`src/rtl/pipe_stage_buffer_if.sv`:
```
// Handshake and tap bus for pipe_stage_buffer. The master side drives the input
// entry and per-cycle controls; the slave side (the buffer) returns taps and counters.
interface pipe_stage_buffer_if #(
    parameter int WIDTH = 32,
    parameter int DEPTH = 4,
    parameter int CNT_W = 16
);
    localparam int SW = $clog2(DEPTH + 1);

    logic                   in_valid;
    logic [WIDTH-1:0]       in_data;
    logic                   in_ready;
    logic [SW-1:0]          hold_upto;
    logic [SW-1:0]          flush_upto;
    logic                   clr_cnt;
    logic [DEPTH*WIDTH-1:0] out_data;
    logic [DEPTH-1:0]       out_valid;
    logic [WIDTH-1:0]       last_data;
    logic                   last_valid;
    logic [SW-1:0]          occupancy;
    logic [CNT_W-1:0]       stall_cnt;
    logic [CNT_W-1:0]       kill_cnt;

    modport master (
        output in_valid, in_data, hold_upto, flush_upto, clr_cnt,
        input  in_ready, out_data, out_valid, last_data, last_valid,
               occupancy, stall_cnt, kill_cnt
    );

    modport slave (
        input  in_valid, in_data, hold_upto, flush_upto, clr_cnt,
        output in_ready, out_data, out_valid, last_data, last_valid,
               occupancy, stall_cnt, kill_cnt
    );
endinterface

```
`src/rtl/pipe_stage_buffer.sv`:
```
// DEPTH-stage pipeline buffer with per-stage valid, prefix stall (bubble insertion),
// prefix flush, and saturating stall/kill counters.
module pipe_stage_buffer #(
    parameter int               WIDTH     = 32,
    parameter int               DEPTH     = 4,
    parameter logic [WIDTH-1:0] RESET_VAL = '0,
    parameter int               CNT_W     = 16
) (
    input  logic               clk,
    input  logic               reset,
    pipe_stage_buffer_if.slave bus
);
    localparam int SW = $clog2(DEPTH + 1);

    logic [WIDTH-1:0] data_p   [1:DEPTH];
    logic [DEPTH:1]   vld_p;
    logic [WIDTH-1:0] src_d    [0:DEPTH];
    logic [DEPTH:0]   src_v;
    logic [WIDTH-1:0] data_nxt [1:DEPTH];
    logic [DEPTH:1]   vld_nxt;
    logic [SW-1:0]    kill_now;
    logic [CNT_W-1:0] stall_cnt_q;
    logic [CNT_W-1:0] kill_cnt_q;

    function automatic int clamp(input logic [SW-1:0] k);
        return (int'(k) > DEPTH) ? DEPTH : int'(k);
    endfunction

    function automatic logic [CNT_W-1:0] sat_add(input logic [CNT_W-1:0] a,
                                                  input logic [SW-1:0]    b);
        logic [CNT_W:0] s;
        s = {1'b0, a} + (CNT_W + 1)'(b);
        return s[CNT_W] ? '1 : s[CNT_W-1:0];
    endfunction

    // Source of each stage: index 0 is the input entry, i is stage i.
    always_comb begin
        src_d[0] = bus.in_data;
        src_v[0] = bus.in_valid;
        for (int i = 1; i <= DEPTH; i++) begin
            src_d[i] = data_p[i];
            src_v[i] = vld_p[i];
        end
    end

    always_comb begin
        int h;
        int f;
        h        = clamp(bus.hold_upto);
        f        = clamp(bus.flush_upto);
        kill_now = '0;
        for (int i = 1; i <= DEPTH; i++) begin
            if (i <= h) begin
                data_nxt[i] = data_p[i];
                vld_nxt[i]  = vld_p[i];
            end else if (i == h + 1 && h > 0) begin
                data_nxt[i] = RESET_VAL;
                vld_nxt[i]  = 1'b0;
            end else begin
                data_nxt[i] = src_d[i-1];
                vld_nxt[i]  = src_v[i-1];
            end
        end
        // Flush overrides hold; every valid entry it wipes is a kill.
        for (int i = 1; i <= DEPTH; i++) begin
            if (i <= f) begin
                if (vld_nxt[i]) kill_now = kill_now + SW'(1);
                data_nxt[i] = RESET_VAL;
                vld_nxt[i]  = 1'b0;
            end
        end
    end

    always_ff @(posedge clk or negedge reset) begin
        if (!reset) begin
            for (int i = 1; i <= DEPTH; i++) data_p[i] <= RESET_VAL;
            vld_p       <= '0;
            stall_cnt_q <= '0;
            kill_cnt_q  <= '0;
        end else begin
            for (int i = 1; i <= DEPTH; i++) data_p[i] <= data_nxt[i];
            vld_p <= vld_nxt;
            if (bus.clr_cnt) begin
                stall_cnt_q <= '0;
                kill_cnt_q  <= '0;
            end else begin
                if (bus.hold_upto != '0) stall_cnt_q <= sat_add(stall_cnt_q, SW'(1));
                kill_cnt_q <= sat_add(kill_cnt_q, kill_now);
            end
        end
    end

    always_comb begin
        bus.out_data  = '0;
        bus.occupancy = '0;
        for (int i = 1; i <= DEPTH; i++) begin
            bus.out_data[i*WIDTH-1 -: WIDTH] = data_p[i];
            bus.occupancy = bus.occupancy + SW'(vld_p[i]);
        end
    end

    assign bus.in_ready   = (bus.hold_upto == '0);
    assign bus.out_valid  = vld_p;
    assign bus.last_data  = data_p[DEPTH];
    assign bus.last_valid = vld_p[DEPTH];
    assign bus.stall_cnt  = stall_cnt_q;
    assign bus.kill_cnt   = kill_cnt_q;
endmodule
```
`src/flat_wrapper.sv`:
```
// flat-port wrapper written by rule: the top's interface ports become plain ports
module pipe_stage_buffer_flat 
#(
    parameter int               WIDTH     = 32,
    parameter int               DEPTH     = 4,
    parameter logic [WIDTH-1:0] RESET_VAL = '0,
    parameter int               CNT_W     = 16
)
  (clk, reset, bus_in_valid, bus_in_data, bus_hold_upto, bus_flush_upto, bus_clr_cnt, bus_in_ready, bus_out_data, bus_out_valid, bus_last_data, bus_last_valid, bus_occupancy, bus_stall_cnt, bus_kill_cnt);
  pipe_stage_buffer_if #(.WIDTH(WIDTH), .DEPTH(DEPTH), .CNT_W(CNT_W)) bus_i ();
  input  logic clk;
  input  logic reset;
  input wire logic [$bits(bus_i.in_valid)-1:0] bus_in_valid;
  input wire logic [$bits(bus_i.in_data)-1:0] bus_in_data;
  input wire logic [$bits(bus_i.hold_upto)-1:0] bus_hold_upto;
  input wire logic [$bits(bus_i.flush_upto)-1:0] bus_flush_upto;
  input wire logic [$bits(bus_i.clr_cnt)-1:0] bus_clr_cnt;
  output wire logic [$bits(bus_i.in_ready)-1:0] bus_in_ready;
  output wire logic [$bits(bus_i.out_data)-1:0] bus_out_data;
  output wire logic [$bits(bus_i.out_valid)-1:0] bus_out_valid;
  output wire logic [$bits(bus_i.last_data)-1:0] bus_last_data;
  output wire logic [$bits(bus_i.last_valid)-1:0] bus_last_valid;
  output wire logic [$bits(bus_i.occupancy)-1:0] bus_occupancy;
  output wire logic [$bits(bus_i.stall_cnt)-1:0] bus_stall_cnt;
  output wire logic [$bits(bus_i.kill_cnt)-1:0] bus_kill_cnt;
  assign bus_i.in_valid = bus_in_valid;
  assign bus_i.in_data = bus_in_data;
  assign bus_i.hold_upto = bus_hold_upto;
  assign bus_i.flush_upto = bus_flush_upto;
  assign bus_i.clr_cnt = bus_clr_cnt;
  assign bus_in_ready = bus_i.in_ready;
  assign bus_out_data = bus_i.out_data;
  assign bus_out_valid = bus_i.out_valid;
  assign bus_last_data = bus_i.last_data;
  assign bus_last_valid = bus_i.last_valid;
  assign bus_occupancy = bus_i.occupancy;
  assign bus_stall_cnt = bus_i.stall_cnt;
  assign bus_kill_cnt = bus_i.kill_cnt;
  pipe_stage_buffer #(.WIDTH(WIDTH), .DEPTH(DEPTH), .RESET_VAL(RESET_VAL), .CNT_W(CNT_W)) u_core (.clk(clk), .reset(reset), .bus(bus_i));
endmodule
```
`config.mk`:
```
export PLATFORM = sky130hd
export DESIGN_NAME = pipe_stage_buffer_flat
export DESIGN_NICKNAME = d
export VERILOG_FILES = /design/src/rtl/pipe_stage_buffer_if.sv /design/src/rtl/pipe_stage_buffer.sv /design/src/flat_wrapper.sv
export SDC_FILE = /design/constraint.sdc
export NUM_CORES = 1
export LEC_CHECK = 0
export CAP_MARGIN = 20
export CORE_MARGIN = 10
export CORE_UTILIZATION = 51
export CTS_BUF_LIST = sky130_fd_sc_hd__clkbuf_8
export DETAILED_ROUTE_END_ITERATION = 10
export PLACE_DENSITY = 0.95
export REMOVE_ABC_BUFFERS = 1
export SYNTH_ARGS = -nofsm -noshare
export SYNTH_HDL_FRONTEND = slang
export SYNTH_SLANG_ARGS = --single-unit
```
`constraint.sdc`:
```
create_clock -name clk -period 9.75 [get_ports clk]
set_input_delay 1.95 -clock clk [delete_from_list [all_inputs] [get_ports clk]]
set_output_delay 1.95 -clock clk [all_outputs]
set_load 0.01 [all_outputs]
```
# Word-level counts from Yosys, hierarchy flattened
# Index checks and enable logic that the tools add are counted.
[op_classes]
add_sub_neg = 9
n_lt_le_gt_ge = 11
eq_ne = 8
mux = 39
n_reduce_logical = 7
[op_table]
columns = ["operator", "count"]
rows = [
  ["$mux 32", 12],
  ["$le 3x32->1 const A", 4],
  ["$mux 16", 5],
  ["$eq 3x32->1 const A", 2],
  ["$le 2x32->1 const A", 2],
  ["$le 4x32->1 const A", 2],
  ["$add 32x2->32 const B", 1],
  ["$eq 2x32->1 const A", 1],
  ["$eq 4x32->1 const A", 1],
  ["$gt 32x1->1 const B", 1],
  ["$mux 3", 9],
  ["$add 16x1->17 const B", 1],
  ["$add 16x3->17", 1],
  ["$mux 1", 13],
  ["$add 3x1->3 const B", 3],
  ["$ne 2x2->1 const B", 4],
  ["$add 3x1->3", 2],
  ["$gt 3x3->1 const B", 2],
  ["$logic_and 1x1->1", 4],
  ["$logic_not 3->1", 1],
  ["$reduce_bool 3->1", 1],
  ["$add 1x1->2", 1],
  ["$reduce_bool 2->1", 1],
]
[word_totals]
register_bits = 164
inputBits = 42
output_inout_bits = 201
word_cells = 81

# Longest topological paths before layout
# Gate-level depths: netlist (run 1).
[depth]
ltp_word = 21
ltp_mapped = 20
ltp_nobuf = 19

# Least setup slack after synthesis (run 1)
# No wires, ideal clock.
[synth_path]
kind = "input to register"
start = "input port bus_hold_upto[0]"
end = "register u_core.kill_cnt_q[13], in the netlist u_core.bus.kill_cnt[13]"
setup_time_ns = 0.082
arrival_time_ns = 5.879
t_required_ns = 9.668
setup_slack_ns = 3.789
stages = 18
n_path_buf = 2
cell_sequence = "or3_1 > buf_4 > inv_2 > buf_6 > mux2i_1 > nor2_1 > ha_1 > nand2_1 > o31ai_4 > ha_1 > mux2_4 > ha_1 > mux2_4 > ha_1 > a211oi_1 > or2_2 > or4_1 > a31oi_1"
[synth_between]
elab_chain_cells = 21
word_cells_on_any_way = 38
cone_classes = "5 x add/sub; 6 x order compare; 4 x eq/ne; 19 x mux; 4 x reduce/logical"
[synth_rtl]
columns = ["element", "line", "text"]
rows = [
  ["start, declared", "flat_wrapper.sv:15", "input wire logic [$bits(bus_i.hold_upto)-1:0] bus_hold_upto;"],
  ["$gt 3x3->1", "pipe_stage_buffer.sv:26", "return (int'(k) > DEPTH) ? DEPTH : int'(k);"],
  ["$mux 3 *", "pipe_stage_buffer.sv:26", ""],
  ["$add 32x2->32", "pipe_stage_buffer.sv:56", "end else if (i == h + 1 && h > 0) begin"],
  ["$eq 2x32->1", "pipe_stage_buffer.sv:56", ""],
  ["$logic_and 1x1->1", "pipe_stage_buffer.sv:56", ""],
  ["$mux 1", "pipe_stage_buffer.sv:56", ""],
  ["$mux 1", "pipe_stage_buffer.sv:53", "if (i <= h) begin"],
  ["$mux 1", "pipe_stage_buffer.sv:67", "if (vld_nxt[i]) kill_now = kill_now + SW'(1);"],
  ["[... 5 more ...]", "--", ""],
  ["$mux 3", "pipe_stage_buffer.sv:67", ""],
  ["$mux 3", "pipe_stage_buffer.sv:66", "if (i <= f) begin"],
  ["$add 3x1->3", "pipe_stage_buffer.sv:67", ""],
  ["$mux 3", "pipe_stage_buffer.sv:67", ""],
  ["$mux 3 *", "pipe_stage_buffer.sv:66", ""],
  ["$add 16x3->17 *", "pipe_stage_buffer.sv:32", "s = {1'b0, a} + (CNT_W + 1)'(b);"],
  ["$mux 16 *", "pipe_stage_buffer.sv:33", "return s[CNT_W] ? '1 : s[CNT_W-1:0];"],
  ["$mux 16 *", "pipe_stage_buffer.sv:83", "if (bus.clr_cnt) begin"],
  ["end signal, assigned", "pipe_stage_buffer.sv:88", "kill_cnt_q <= sat_add(kill_cnt_q, kill_now);"],
  ["end, declared", "pipe_stage_buffer.sv:23", "logic [CNT_W-1:0] kill_cnt_q;"],
]
# Mark *: on every way between the ends. The rest lies on a longest branch, timed or not.
# A chain may end at the register's enable or synchronous reset.

# Final worst setup path (run 1)
# Ends and elaborated chain as after synthesis.

==> results of run 1 <==
## power by group
| group | leakage, uW | internal (uW) | switching (uW) |
|---|---|---|---|
| clock | 0.000177 | 203 | 254 |
| combinational | 0.00171 | 28.0 | 50.8 |
| sequential | 0.00229 | 682 | 2.86 |
## area by class of cell
| cell class | instances | area (um2) | share of cell area |
|---|---|---|---|
| Sequential cell | 164 | 4100 | 0.417 |
| Multi-Input combinational cell | 383 | 2630 | 0.268 |
| Timing Repair Buffer | 249 | 2480 | 0.252 |
| Clock buffer | 17 | 234 | 0.0238 |
| Tap cell | 180 | 225 | 0.0229 |
| Clock inverter | 14 | 130 | 0.0132 |
| Inverter | 9 | 33.8 | 0.00343 |
## per-layer routing
metal,part of all wire,vias up,routed length (um),GRT usage
met5,0,-,0,0
met1,0.41,2930,8800,0.271
met4,0.024,0,524,0.0755
met3,0.066,40,1430,0.0599
met2,0.50,242,10800,0.364
li1,-,2657,-,-
## worst min path at each step
stage / from / end / slack, ns / cells past startpoint
6_report: u_core.bus.out_data[94] / u_core.bus.last_data[30] / 0.52 / 1
5_1_grt: u_core.bus.out_data[9] / u_core.bus.out_data[41] / 0.54 / 1
4_1_cts: u_core.bus.out_data[50] / u_core.bus.out_data[82] / 0.52 / 1
3_5_place_dp: u_core.bus.out_data[38] / u_core.bus.out_data[70] / 0.51 / 1
3_3_place_gp: u_core.bus.out_data[8] / u_core.bus.out_data[40] / 0.50 / 1
2_1_floorplan: u_core.bus.stall_cnt[10] / u_core.bus.stall_cnt[10] / 0.53 / 1
## metrics by stage
step	setup slack [ns]	instance area, um2
final	2.55	9840
after global routing	2.12	9840
after CTS	2.52	9830
after detailed placement	2.01	9460
after global placement	2.19	9460
after floorplan	3.01	6720
## flip-flops by register name, indices dropped and copies added (netlist names)
signal / flops
u_core.bus.out_data: 96
u_core.bus.last_data: 32
u_core.bus.kill_cnt: 16
u_core.bus.stall_cnt: 16
u_core.bus.out_valid: 4
## cell families after synthesis
| group | Yosys count |
|---|---|
| AOI/OAI and AO/OA | 195 |
| DFF | 164 |
| and+or+nand+nor | 156 |
| buffers and inverters | 85 |
| xor gates and xnor gates | 13 |
| adders and majority gates | 12 |
| muxes | 7 |
## worst max-delay path: stages
cell and delay (ns):
clkdlybuf4s50_1 0.52, or3_2 0.91, inv_2 0.12, buf_4 0.46, mux2i_1 0.44, nor2_1 0.08, ha_1 0.30, nand2_1 0.10
o31ai_4 0.09, ha_1 0.28, mux2_4 0.27, ha_1 0.30, mux2i_1 0.09, fa_1 0.43, nor2b_1 0.28, o21a_1 0.26
nand3_1 0.40, a31oi_1 0.27
## layout by cell type, fill, tap and decap left out, drive strengths merged, types with 6 or more instances in the layout
master,instances
a211oi,9
a21oi,47
a22o,97
a31oi,12
and3,6
buf,8
clkbuf,17
clkdlybuf4s50,241
dfrtp,164
ha,10
inv,13
nand2,78
nand3,12
nor2,18
nor3,8
nor4,7
o21ai,6
xor2,8
==> flow_metrics.env, run 1 <==
export IMPL_max_cap_viol_count=0
export IMPL_hp_class="reg2reg"
export IMPL_worstSetupStartpointType="primary input"
export IMPL_tns_ns=0
export IMPL_area_growth_pct=37.7
export IMPL_max_clock_path_buffers=2
export IMPL_timing_critical_path_to="u_core.bus.kill_cnt[13]"
export IMPL_setup_violations=0
export IMPL_critPathCaptureType="flop"
export IMPL_grt_pass1_wl_mm=34.4
export IMPL_grt_pass1_vias=5968
export IMPL_wl_per_cell_um=21.2
export IMPL_core_um2=13800
export IMPL_synth_cells=632
export IMPL_finalMaxSlewViolations=0
export IMPL_worst_slew_pin_slew_ns=0.952
export IMPL_synth_distinct_cells=50
export IMPL_final_hold_violation_count=0
export IMPL_drc=0
export IMPL_numPortBuffers=242
export IMPL_r2r_slack_ns=5.78
export IMPL_dr_pass1_iters=5
export IMPL_rsz0062_at_grt="false"
export IMPL_postCtsHoldBufs=0
export IMPL_hold_slack_ns=0.517
export IMPL_clk_insertion_delay_late_ns=0.45
export IMPL_nets=878
export IMPL_p_per_area_nw_per_um2=124
export IMPL_synth_main_ff_cell="dfrtp_1"
export IMPL_r2r_start="u_core.bus.out_valid[0]"
export IMPL_hpwl_mm=15.7
export IMPL_post_synth_top_count_cell="dfrtp_1"
export IMPL_via_per_inst=5.78
export IMPL_reg2reg_to="u_core.bus.kill_cnt[13]"
export IMPL_synthSimpleGateAreaFrac=0.105
export IMPL_io_pins=243
export IMPL_p_total_uw=1220
export IMPL_async_reset_ff_frac=1.00
export IMPL_grt_overflow=0
export IMPL_reg2regPathDepth=14
export IMPL_synth_compound_area_frac=0.206
export IMPL_synth_top_cell_area_share=0.574
export IMPL_worstPathArrival_ns=7.57
export IMPL_rows=43
export IMPL_p_leak_uw=0.00418
export IMPL_ys_warn_count=0
export IMPL_post_cts_resize_count=0
export IMPL_tritoncts="yes"
export IMPL_vias=5869
export IMPL_synth_area_leaders="dfrtp_1 (57%), a22o_1 (12%), nand2_1 (4.1%)"
export IMPL_nFillCells=943
export IMPL_initial_core_util=0.517
export IMPL_yosysSeqAreaShare=0.574
export IMPL_crit_type="in2reg"
export IMPL_synth_top_family_by_area="compound AO/OA/AOI/OAI gates"
export IMPL_dp_cells=984
export IMPL_synth_top_area_cell="dfrtp_1"
export IMPL_wl_mm=21.5
export IMPL_final_util=0.712
export IMPL_die_area_um2=19200
export IMPL_ir_worst_vdd_v=0.0000648
export IMPL_ant_nets=0
export IMPL_final_cells=1016
export IMPL_cts_reportedPaths_clkPinSlew_ns=0.09
export IMPL_slew_headroom=0.365
export IMPL_antenna_found_initial=0
export IMPL_cts_buffers=17
export IMPL_die_w_um=138
export IMPL_syn_area_per_cell_um2=11.3
export IMPL_grt_max_degree=89
export IMPL_synth_edff_count=0
export IMPL_synth_area_mux_share=0.0114
export IMPL_die_h_um=138
export IMPL_crit_path_start="bus_hold_upto[0]"
export IMPL_grt_usage=0.220
export IMPL_h_tree_depth=4
export IMPL_fin_crit_sh=0.739
export IMPL_post_cts_setup_buffers=0
export IMPL_insertedDiodeCount=0
export IMPL_ys_top_cells_by_count="dfrtp_1 (164), a22o_1 (97), nand2_1 (78)"
export IMPL_synth_xor_area_share=0.0159
export IMPL_gp_congestion=0.829
export IMPL_cp_required_ns=10.12
export IMPL_status="finished clean"
export IMPL_finalClockSkew_ns=0.0144
export IMPL_clockRootBuffer="clkbuf_8"
export IMPL_period_needed_ns=7.20
export IMPL_worstPathMaxFanout=47
export IMPL_synth_seq_cells=164
export IMPL_max_freq_ghz=0.139
export IMPL_first_iter_violations=407
export IMPL_synth_adder_area_share=0.0231
export IMPL_synth_area_um2=7150
export IMPL_clkSinkCount=164
export IMPL_drive_gt1_frac=0.0694
Power figures use the tool's default switching activity.
==> inputs of run 2 (changes only) <==
--- a/config.mk
+++ b/config.mk
@@ -7,10 +7,10 @@
 export LEC_CHECK = 0
 export CAP_MARGIN = 20
 export CORE_MARGIN = 10
-export CORE_UTILIZATION = 51
+export CORE_UTILIZATION = 43
 export CTS_BUF_LIST = sky130_fd_sc_hd__clkbuf_8
 export DETAILED_ROUTE_END_ITERATION = 10
-export PLACE_DENSITY = 0.95
+export PLACE_DENSITY = 0.86
 export REMOVE_ABC_BUFFERS = 1
 export SYNTH_ARGS = -nofsm -noshare
 export SYNTH_HDL_FRONTEND = slang
==> constraint.sdc (replaced) <==
create_clock -name clk -period 6.54 [get_ports clk]
set_input_delay 1.308 -clock clk [delete_from_list [all_inputs] [get_ports clk]]
set_output_delay 1.308 -clock clk [all_outputs]
set_load 0.01 [all_outputs]
==> run 2 against run 1 <==
Total power up 56%. Global-route usage fell by 2.4 points. Clock power increased by 67%. Setup slack got worse by 1.8 ns. Largest power group unchanged. Sequential share of layout area is 0.60 points lower. Highest routed layer unchanged.
==> flow_metrics.env, run 2 (synthesized netlist as in run 1, its figures left out) <==
export IMPL_holdPathStages=1
export IMPL_grt_pass1_vias=5973
export IMPL_cpMostUsedCell="ha_1"
export IMPL_finalMaxSlewViolations=0
export IMPL_r2r_slack_ns=2.42
export IMPL_insertedDiodeCount=0
export IMPL_hold_slack_ns=0.512
export IMPL_die_area_um2=22200
export IMPL_layout_common_cells="clkdlybuf4s50_1 (241), dfrtp_1 (164), a22o_1 (97)"
export IMPL_ir_worst_vdd_v=0.000155
export IMPL_vias=5872
export IMPL_antenna_found_initial=0
export IMPL_crit_type="in2reg"
export IMPL_grt_pass1_wl_mm=34.4
export IMPL_clkSinkCount=164
export IMPL_largest_reg_flops=96
export IMPL_slowest_stage="clkdlybuf4s50_1"
export IMPL_tns_ns=0
export IMPL_clockRootBuffer="clkbuf_8"
export IMPL_dp_cells=1027
export IMPL_p_per_area_nw_per_um2=191
export IMPL_crit_path_start="bus_hold_upto[2]"
export IMPL_max_freq_ghz=0.173
export IMPL_post_cts_resize_count=0
export IMPL_cp_required_ns=6.91
export IMPL_reg2reg_to="u_core.bus.kill_cnt[13]"
export IMPL_finalClockSkew_ns=0.0195
export IMPL_die_h_um=149
export IMPL_nets=882
export IMPL_grt_overflow=0
export IMPL_clk_insertion_delay_late_ns=0.46
export IMPL_period_needed_ns=5.78
export IMPL_postCtsHoldBufs=0
export IMPL_first_iter_violations=287
export IMPL_final_hold_violation_count=0
export IMPL_drive_gt1_frac=0.0738
export IMPL_worstPathArrival_ns=6.15
export IMPL_final_cells=1060
export IMPL_initial_core_util=0.434
export IMPL_slowest_delay_ns=0.54
export IMPL_rows=47
export IMPL_wl_per_cell_um=21.0
export IMPL_h_tree_depth=4
export IMPL_cp_cell_sequence="clkdlybuf4s50_1 > inv_1 > nand3_1 > ha_1 > nor2b_1 > nor2_1 > a22o_1 > ha_1 > nand2_1 > o31ai_4 > ha_1 > mux2_4 > ha_1 > mux2i_1 > fa_1 > nor2b_1 > o21a_1 > nand3_1 > a31oi_1"
export IMPL_nFillCells=1353
export IMPL_die_w_um=149
export IMPL_cts_reportedPaths_clkPinSlew_ns=0.09
export IMPL_worstSetupStartpointType="primary input"
export IMPL_final_util=0.606
export IMPL_critPathCaptureType="flop"
export IMPL_p_leak_uw=0.00424
export IMPL_hpwl_mm=15.6
export IMPL_io_pins=243
export IMPL_dr_pass1_iters=4
export IMPL_hp_class="reg2reg"
export IMPL_max_cap_viol_count=0
export IMPL_worstPathMaxFanout=13
export IMPL_grt_usage=0.195
export IMPL_grt_max_degree=115
export IMPL_min_delay_start="u_core.bus.stall_cnt[10]"
export IMPL_core_um2=16500
export IMPL_rsz0062_at_grt="false"
export IMPL_gp_congestion=0.858
export IMPL_whs_endpoint="u_core.bus.stall_cnt[10]"
export IMPL_max_clock_path_buffers=2
export IMPL_critical_path_top_delay_family="adder cells"
export IMPL_post_cts_setup_buffers=0
export IMPL_status="finished clean"
export IMPL_drc=0
export IMPL_mostFrequentLayoutCell="clkdlybuf4s50_1"
export IMPL_slew_headroom=0.384
export IMPL_cts_buffers=17
export IMPL_crit_buf_inv=2
export IMPL_numPortBuffers=242
export IMPL_reg2regPathDepth=14
export IMPL_worst_slew_pin_slew_ns=0.922
export IMPL_ant_nets=0
export IMPL_setup_violations=0
export IMPL_tritoncts="yes"
export IMPL_area_growth_pct=39.7
export IMPL_via_per_inst=5.54
export IMPL_r2r_start="u_core.bus.out_valid[0]"
export IMPL_fin_crit_sh=0.884
export IMPL_wl_mm=22.2
-- run 2: cell types whose count changed in the layout (fill, tap and decap cells not counted), sizes merged --
cell / delta
inv: +4
buf: +4
clkinv: -2
clkinvlp: -3
bufinv: +1
-- run 2: per-stage QoR --
step	setup WS [ns]	total power [uW]	instance area [um2]
5_1_grt	0.487	1980	9980
2_1_floorplan	0.443	1080	6720
3_3_place_gp	0.579	1160	9530
3_5_place_dp	0.282	1160	9530
4_1_cts	0.787	1920	9930
6_report	0.757	1910	9980
-- run 2: worst max path at each step --
stage	endpoint	slack, ns	cells after the start
2_1_floorplan	u_core.bus.kill_cnt[13]	0.44	16
3_3_place_gp	u_core.bus.kill_cnt[13]	0.58	17
3_5_place_dp	u_core.bus.kill_cnt[13]	0.28	19
4_1_cts	u_core.bus.kill_cnt[13]	0.79	19
5_1_grt	u_core.bus.kill_cnt[1]	0.49	19
6_report	u_core.bus.kill_cnt[13]	0.76	19
-- run 2: area by class of cell --
cell class / instances / area [um2] / share of cell area
clock inverter: 14 / 168 / 0.0168
clock buffer: 17 / 234 / 0.0234
tap: 220 / 275 / 0.0276
sequential: 164 / 4100 / 0.411
multi-input combinational: 383 / 2620 / 0.263
inverter: 9 / 33.8 / 0.00338
timing repair buffer: 253 / 2550 / 0.255
-- run 2: where the power goes --
group | internal, uW | switching, uW
clock network | 351 | 414
registers | 1020 | 4.47
logic | 45.4 | 77.0
total | 1410 | 496
-- run 2: routing by layer --
layer,part of all wire,global-route usage,vias to the layer above,wire length (um)
met2,0.48,0.323,251,10700
met3,0.085,0.0643,23,1890
met5,0,0,-,0
met1,0.42,0.238,2939,9270
li1,-,-,2659,-
met4,0.015,0.0574,0,336
==> inputs of run 3 (changes only) <==
--- a/config.mk
+++ b/config.mk
@@ -7,10 +7,10 @@
 export LEC_CHECK = 0
 export CAP_MARGIN = 20
 export CORE_MARGIN = 10
-export CORE_UTILIZATION = 43
+export CORE_UTILIZATION = 51
 export CTS_BUF_LIST = sky130_fd_sc_hd__clkbuf_8
 export DETAILED_ROUTE_END_ITERATION = 10
-export PLACE_DENSITY = 0.86
+export PLACE_DENSITY = 0.95
 export REMOVE_ABC_BUFFERS = 1
 export SYNTH_ARGS = -nofsm -noshare
 export SYNTH_HDL_FRONTEND = slang
==> constraint.sdc (replaced) <==
create_clock -name clk -period 7 [get_ports clk]
set_input_delay 1.4 -clock clk [delete_from_list [all_inputs] [get_ports clk]]
set_output_delay 1.4 -clock clk [all_outputs]
set_load 0.01 [all_outputs]
==> run 3 against run 2 <==
Die area is 14% lower. Register-to-register slack better by 0.49 ns. Setup slack better by 0.42 ns. Clock skew is 0.0095 ns lower. Clock power is 4.6% lower. Flip-flop and latch count stayed put. Routed wire length is 1.1% higher. Sequential share of layout area is 0.22 points higher. Highest routed layer unchanged.
==> flow_metrics.env, run 3 (synthesized netlist as in run 1, its figures left out) <==
export IMPL_dp_slack_ns=0.714
export IMPL_tns_ns=0
export IMPL_crit_type="in2reg"
export IMPL_rsz0062_at_grt="false"
export IMPL_tritoncts="yes"
export IMPL_wl_mm=22.5
export IMPL_switching_share=0.234
export IMPL_seqPwrFrac=0.531
export IMPL_core_um2=13800
export IMPL_finalMaxSlewViolations=0
export IMPL_timing_final_ws_setup_ns=1.17
export IMPL_max_clock_path_buffers=2
export IMPL_status="finished clean"
export IMPL_postCtsHoldBufs=0
export IMPL_fin_crit_sh=0.832
export IMPL_via_per_inst=5.93
export IMPL_die_h_um=138
export IMPL_largest_reg_flops=96
export IMPL_setup_violations=0
export IMPL_h_tree_depth=4
export IMPL_drive_gt1_frac=0.0705
export IMPL_critPathCaptureType="flop"
export IMPL_worstSetupStartpointType="primary input"
export IMPL_die_area_um2=19200
export IMPL_grt_overflow=0
export IMPL_post_cts_setup_buffers=0
export IMPL_clk_insertion_delay_late_ns=0.44
export IMPL_dr_pass1_iters=6
export IMPL_ant_nets=0
export IMPL_p_total_uw=1800
export IMPL_finalClockSkew_ns=0.0100
export IMPL_intPower_uw=1380
export IMPL_antenna_found_initial=0
export IMPL_grt_usage=0.228
export IMPL_slew_headroom=0.383
export IMPL_period_needed_ns=5.83
export IMPL_cp_required_ns=7.36
export IMPL_p_leak_uw=0.00423
export IMPL_area_growth_pct=38.9
export IMPL_numPortBuffers=242
export IMPL_grt_pass1_vias=6028
export IMPL_grt_pass1_wl_mm=35.4
export IMPL_post_cts_resize_count=0
export IMPL_clkSinkCount=164
export IMPL_final_util=0.718
export IMPL_hpwl_mm=15.8
export IMPL_max_cap_viol_count=0
export IMPL_hp_class="reg2reg"
export IMPL_drc=0
export IMPL_p_per_area_nw_per_um2=181
export IMPL_gp_congestion=0.829
export IMPL_ir_worst_vdd_v=0.000102
export IMPL_grt_max_degree=92
export IMPL_combPwrFrac=0.063
export IMPL_final_hold_violation_count=0
export IMPL_die_w_um=138
export IMPL_insertedDiodeCount=0
export IMPL_rows=43
export IMPL_hold_slack_ns=0.520
export IMPL_initial_core_util=0.517
export IMPL_worstPathArrival_ns=6.18
export IMPL_io_pins=243
export IMPL_worst_slew_pin_slew_ns=0.925
export IMPL_cts_buffers=17
export IMPL_p_clk_frac=0.406
export IMPL_mostFrequentLayoutCell="clkdlybuf4s50_1"
export IMPL_nets=880
export IMPL_clockRootBuffer="clkbuf_8"
export IMPL_p_sw_uw=421
export IMPL_vias=6026
export IMPL_layout_common_cells="clkdlybuf4s50_1 (241), dfrtp_1 (164), a22o_1 (97)"
export IMPL_max_freq_ghz=0.172
export IMPL_first_iter_violations=381
export IMPL_wl_per_cell_um=22.1
export IMPL_cts_reportedPaths_clkPinSlew_ns=0.09
export IMPL_worstPathMaxFanout=13
## run 3: power groups by stage
stage	Sequential [uW]	Clock [uW]	Combinational (uW)
floorplan	974	0	32.7
finish	954	730	113
global route	954	778	123
CTS	954	739	112
detailed placement	973	0	111
global placement	972	0	109
## run 3: area by class of cell
type / instances / area, um2
Fill cell: 907 / 3900
Clock inverter: 13 / 185
Timing Repair Buffer: 251 / 2510
Multi-Input combinational cell: 383 / 2630
Inverter: 9 / 33.8
Tap cell: 180 / 225
Sequential cell: 164 / 4100
Clock buffer: 17 / 234
## run 3: routing by layer
layer / track usage / share of wire / vias to the layer above
met3: 0.0716 / 0.081 / 38
li1: - / - / 2670
met2: 0.377 / 0.51 / 299
met1: 0.270 / 0.39 / 3019
met5: 0 / 0 / -
met4: 0.0943 / 0.027 / 0
## run 3: path summary, 6_finish.rpt
kind,startpoint,end,slack (ns),cells past startpoint
setup / recovery,bus_hold_upto[0],u_core.bus.kill_cnt[0],1.17,17
hold / removal,u_core.bus.out_data[19],u_core.bus.out_data[51],0.52,1
setup reg to reg,u_core.bus.out_valid[0],u_core.bus.kill_cnt[0],2.91,14
hold reg to reg,u_core.bus.out_data[19],u_core.bus.out_data[51],0.52,1
max in group asynchronous,reset,u_core.bus.out_data[71],4.52,2
min in group asynchronous,reset,u_core.bus.last_data[20],1.00,1
## run 3: critical path: stages
cell,delay [ns]
clkdlybuf4s50_1,0.52
or3_2,0.55
inv_2,0.08
mux2i_1,0.40
nor2_1,0.08
ha_1,0.30
nand2_1,0.11
o31ai_4,0.10
ha_1,0.28
mux2_4,0.27
ha_1,0.29
mux2i_1,0.09
fa_1,0.43
nor2b_1,0.29
o21a_1,0.26
nand3_1,0.41
a21oi_1,0.30
## run 3: metrics by stage
step / area, um2 / cells
2_1_floorplan: 6720 / 556
5_1_grt: 9930 / 1017
6_report: 9930 / 1017
3_3_place_gp: 9470 / 985
4_1_cts: 9890 / 1015
3_5_place_dp: 9470 / 985
